===== src/rtl/cmp_serial.sv =====
// Serial magnitude comparator: walks two operands MSB-first, one 2-bit slice per
// cycle, through a big/equal/small cascade and reports A>B, A==B or A<B.
module cmp_serial #(
    parameter int unsigned WIDTH      = 16,
    parameter bit          EARLY_EXIT = 1'b0
) (
    input  logic             sys_clk,
    input  logic             sys_rst_n,
    input  logic             start,
    input  logic [WIDTH-1:0] a,
    input  logic [WIDTH-1:0] b,
    output logic             busy,
    output logic             done,
    output logic             fo_big,
    output logic             fo_equal,
    output logic             fo_small
);

    localparam int unsigned NSL = WIDTH / 2;
    localparam int unsigned IW  = (NSL > 1) ? $clog2(NSL) : 1;

    typedef enum logic [1:0] {
        IDLE,
        RUN,
        DONE
    } state_t;

    state_t           r_state;
    state_t           w_state_nxt;
    logic [WIDTH-1:0] r_a;
    logic [WIDTH-1:0] r_b;
    logic [IW-1:0]    r_idx;
    logic             r_big;
    logic             r_eq;
    logic             r_small;
    logic             w_big;
    logic             w_eq;
    logic             w_small;
    logic [1:0]       w_sa;
    logic [1:0]       w_sb;
    logic             w_accept;
    logic             w_last;

    // Operands shift left each RUN cycle, so the current slice is always the top two bits.
    assign w_sa = r_a[WIDTH-1 -: 2];
    assign w_sb = r_b[WIDTH-1 -: 2];

    always_comb begin
        w_big   = r_big;
        w_eq    = r_eq;
        w_small = r_small;
        if (r_eq) begin
            if (w_sa[1] != w_sb[1]) begin
                w_big   = w_sa[1];
                w_small = w_sb[1];
                w_eq    = 1'b0;
            end else if (w_sa[0] != w_sb[0]) begin
                w_big   = w_sa[0];
                w_small = w_sb[0];
                w_eq    = 1'b0;
            end
        end
    end

    assign w_last   = (r_idx == '0) || (EARLY_EXIT && !w_eq);
    assign w_accept = start && (r_state != RUN);

    always_ff @(posedge sys_clk) begin
        if (!sys_rst_n) begin
            r_state <= IDLE;
        end else begin
            r_state <= w_state_nxt;
        end
    end

    always_comb begin
        w_state_nxt = r_state;
        case (r_state)
            IDLE:    if (start) w_state_nxt = RUN;
            RUN:     if (w_last) w_state_nxt = DONE;
            DONE:    w_state_nxt = start ? RUN : IDLE;
            default: w_state_nxt = IDLE;
        endcase
    end

    always_ff @(posedge sys_clk) begin
        if (!sys_rst_n) begin
            r_a      <= '0;
            r_b      <= '0;
            r_idx    <= '0;
            r_big    <= 1'b0;
            r_eq     <= 1'b1;
            r_small  <= 1'b0;
            fo_big   <= 1'b0;
            fo_equal <= 1'b0;
            fo_small <= 1'b0;
        end else if (w_accept) begin
            r_a     <= a;
            r_b     <= b;
            r_idx   <= IW'(NSL - 1);
            r_big   <= 1'b0;
            r_eq    <= 1'b1;
            r_small <= 1'b0;
        end else if (r_state == RUN) begin
            r_a     <= r_a << 2;
            r_b     <= r_b << 2;
            r_big   <= w_big;
            r_eq    <= w_eq;
            r_small <= w_small;
            // Results are loaded on the edge into DONE so they are already valid alongside done.
            if (w_last) begin
                fo_big   <= w_big;
                fo_equal <= w_eq;
                fo_small <= w_small;
            end else begin
                r_idx <= r_idx - IW'(1);
            end
        end
    end

    assign busy = (r_state == RUN);
    assign done = (r_state == DONE);

endmodule


===== config.mk =====
export PLATFORM = sky130hd
export DESIGN_NAME = cmp_serial
export DESIGN_NICKNAME = d
export VERILOG_FILES = /design/src/rtl/cmp_serial.sv
export SDC_FILE = /design/constraint.sdc
export NUM_CORES = 1
export LEC_CHECK = 0
export ABC_CLOCK_PERIOD_IN_PS = 1200
export CORE_ASPECT_RATIO = 0.5
export CORE_MARGIN = 3
export CORE_UTILIZATION = 25
export DETAILED_ROUTE_END_ITERATION = 8
export HOLD_SLACK_MARGIN = 0.15
export SLEW_MARGIN = 20
export SYNTH_ARGS = -nofsm -noshare
export SYNTH_HDL_FRONTEND = slang
export SYNTH_SLANG_ARGS = --single-unit
export TNS_END_PERCENT = 30

===== constraint.sdc =====
create_clock -name sys_clk -period 1.2 [get_ports sys_clk]
set_input_delay 0.24 -clock sys_clk [delete_from_list [all_inputs] [get_ports sys_clk]]
set_output_delay 0.24 -clock sys_clk [all_outputs]
set_load 0.05 [all_outputs]

==> results.cfg <==
[outcome]
status = complete, but fails checks
violations = setup timing

[cts]
path_clk_slew_ns = 0.06
cts.path.max_buffers = 2
insertion_delay_ns = 0.28
tritoncts = yes
cts.sinks = 43
cts_root_buf = clkbuf_16
cts_htree_levels = 2
numCtsBuffers = 5

[floorplanning]
initial_core_util_pct = 26.3
die_w_um = 131
num_rows = 22
io_pins = 40
core_um2 = 7460
die_h_um = 68.6
dieArea_um2 = 9010

[worst_setup_path]
reg2reg_slack_ns = -0.09
endpoint = fo_big
arrival_ns = 1.45
path_class = register to register
crit_path_end_kind = register
reg2reg_from = r_idx[0]
r2r_end = fo_big
path_max_fanout = 6
critPathRequiredTime_ns = 1.36
reg2reg_depth = 7
worstSetupStartpointType = register
crit_start = r_idx[0]

[layout]
final_cells = 366
drive_gt1_share_pct = 26.4
final_core_util_pct = 40.9
fin_nets = 294
fillCellCount = 704
syn_to_final_growth_pct = 55.5
num_antenna_cells = 0

[logic_synthesis]
synthesis.area_um2 = 1960
synth_ff_type = dfxtp_1
synth.cells.most_frequent = 43 x dfxtp_1, 33 x mux2i_1, 33 x nor2_1
synthTopCellsByArea = dfxtp_1 44%, mux2i_1 17%, a211oi_1 11%
synth_cells = 202
synth.avg_cell_area_um2 = 9.71
synth_adder_area_share_pct = 1.28
synthXorXnorAreaFrac_pct = 0.447
ys_seq_area_share_pct = 43.9
synthArstFlopShare_pct = 0
synth_nets = 239
synth_top_area_share_pct = 43.9
yosysTopAreaCell = dfxtp_1
synthMuxAreaShare_pct = 17.4
ys_seq_elements = 43
ys_types = 33
synth_edf_count = 0
synth_warnings = 0
synth_top_family_by_area = compound AO/OA/AOI/OAI gates
synth-compound-area-share_pct = 17.8
post-synth-top-count-cell = dfxtp_1
synthSimpleGateAreaFrac_pct = 12.1

[detailed_routing]
wl_per_cell_um = 13.3
routed_via_density = 4.60
drt_pass1_iterations = 4
drc = 0
vias = 1682
drtIter0Drc = 100
antenna_left = 0
routed_wl_um = 4850

[timing]
skew_ns = 0.00577
fin_crit_sh_pct = 107
slew_violations = 0
finalHoldViolCount = 0
rsz0062_at_grt = yes
worst_slew_pin_slew_ns = 0.270
timing.slew.headroom_pct = 81.9
setup_slack_ns = -0.0899
min_period_ns = 1.29
fmax_mhz = 775
holdWs_ns = 0.429
setup_viol = 8

[grt]
grt_pass1_vias = 1601
grt_pass1_wl_um = 7380
overflow = 0
grt.total_usage_pct = 9.98
grt_max_degree = 34
antenna_found_initial = 0

[pwr]
finalPower_mw = 4.20
p_leak_nw = 1.27
seqPwrFrac_pct = 39.8
power_frac_clock_pct = 37.1
internal-power_mw = 3.15
peakVddDrop_mv = 0.535
power_density_nw_per_um2 = 1380
pwr-share-comb_pct = 23.1
p_switching_mw = 1.05
switching_share_pct = 25.0

[placement]
io_buffers = 39
hpwl_um = 3340
gp_congestion = 0.798
dp_cells = 351

[flow_run]
drv_cap = 0

[hold_path]
min_path_type = primary input to register
metrics by stage:
step	TNS, ns	cell area, µm²	worst slack, ns
after floorplan	-0.0888	1980	-0.0545
after global placement	-1.10	2650	-0.0635
after detailed placement	-2.57	2650	-0.124
after CTS	-0.212	2840	-0.0577
after global routing	-0.969	3050	-0.142
final	-0.540	3050	-0.0899
registers in the layout, summed over array words and instances, names as in the netlist:
register  cells
fo_small      1
r_small       1
r_b          16
r_state       2
r_a          16
r_idx         3
fo_big        1
fo_equal      1
r_eq          1
r_big         1
worst min-delay path by stage:
stage	startpoint	end	slack [ns]	cells past startpoint
2_1_floorplan	sys_rst_n	r_eq	0.31	1
3_3_place_gp	r_a[1]	r_a[1]	0.48	2
3_5_place_dp	r_b[1]	r_b[1]	0.48	2
4_1_cts	start	r_a[12]	0.44	3
5_1_grt	start	r_a[12]	0.44	3
6_report	start	r_a[12]	0.43	3
power by group through the flow:
stage / Combinational, mW / Sequential [mW] / Clock [mW]
final: 0.968 / 1.67 / 1.56
after global routing: 1.05 / 1.69 / 1.65
after CTS: 0.834 / 1.67 / 1.59
after detailed placement: 0.821 / 1.69 / 0
after global placement: 0.800 / 1.69 / 0
after floorplan: 0.461 / 1.69 / 0
routing by layer:
| metal | vias up | track usage, % | share of wire [%] |
|---|---|---|---|
| li1 | 837 | - | - |
| met1 | 814 | 12.1 | 45 |
| met2 | 29 | 18.2 | 52 |
| met3 | 2 | 2.46 | 2.6 |
| met4 | 0 | 2.75 | 0.041 |
| met5 | - | 0 | 0 |
critical path, cell delays in order (launching register included):
cell,delay [ns]
dfxtp_2,0.34
inv_4,0.05
ha_4,0.15
and4bb_2,0.23
buf_4,0.14
buf_6,0.13
o21ai_2,0.10
a31oi_1,0.04
cells in the final DEF (no fill, tap or decap), types with 2 or more instances in the layout:
cell | synthesis | final
dfxtp_1 | 43 | 38
mux2i_1 | 33 | 33
clkdlybuf4s50_1 | 0 | 33
nor2_1 | 33 | 32
a211oi_1 | 30 | 21
buf_12 | 0 | 12
buf_4 | 3 | 10
a211oi_2 | 0 | 9
clkbuf_16 | 0 | 8
inv_1 | 8 | 6
dfxtp_2 | 0 | 5
nand2_1 | 5 | 4
a31oi_1 | 3 | 3
nor2b_1 | 3 | 2
nand2b_1 | 3 | 2
o21ai_2 | 0 | 2
o21ai_0 | 4 | 2
a21oi_1 | 3 | 2
buf_6 | 5 | 2
cell type report:
type / count / area, µm² / area share [%]
clock buffer: 6 / 139 / 4.56
sequential: 43 / 867 / 28.4
inverter: 9 / 41.3 / 1.35
timing repair buffer: 62 / 763 / 25.0
multi-input combinational: 136 / 1070 / 35.0
clock inverter: 2 / 35.0 / 1.15
tap: 108 / 135 / 4.43
repair_timing:
action                                  4_1_cts  5_1_grt
pin swaps                                     2       22
hold buffers                                  0        0
cloned                                        0        3
endpoints found under the setup margin       11       29
buffers inserted                              0        4
resized for setup                             9       24
cell families (layout without fill, tap and decap cells):
| family | count (synthesis) | after routing |
|---|---|---|
| buffers and inverters | 23 | 79 |
| multiplexers | 34 | 34 |
| XOR/XNOR | 1 | 1 |
| AND/OR/NAND/NOR | 51 | 51 |
| adder cells (fa/ha/maj) | 2 | 2 |
| AO/OA/AOI/OAI | 48 | 48 |
| flip-flops | 43 | 43 |
Power figures use the tool's default switching activity.
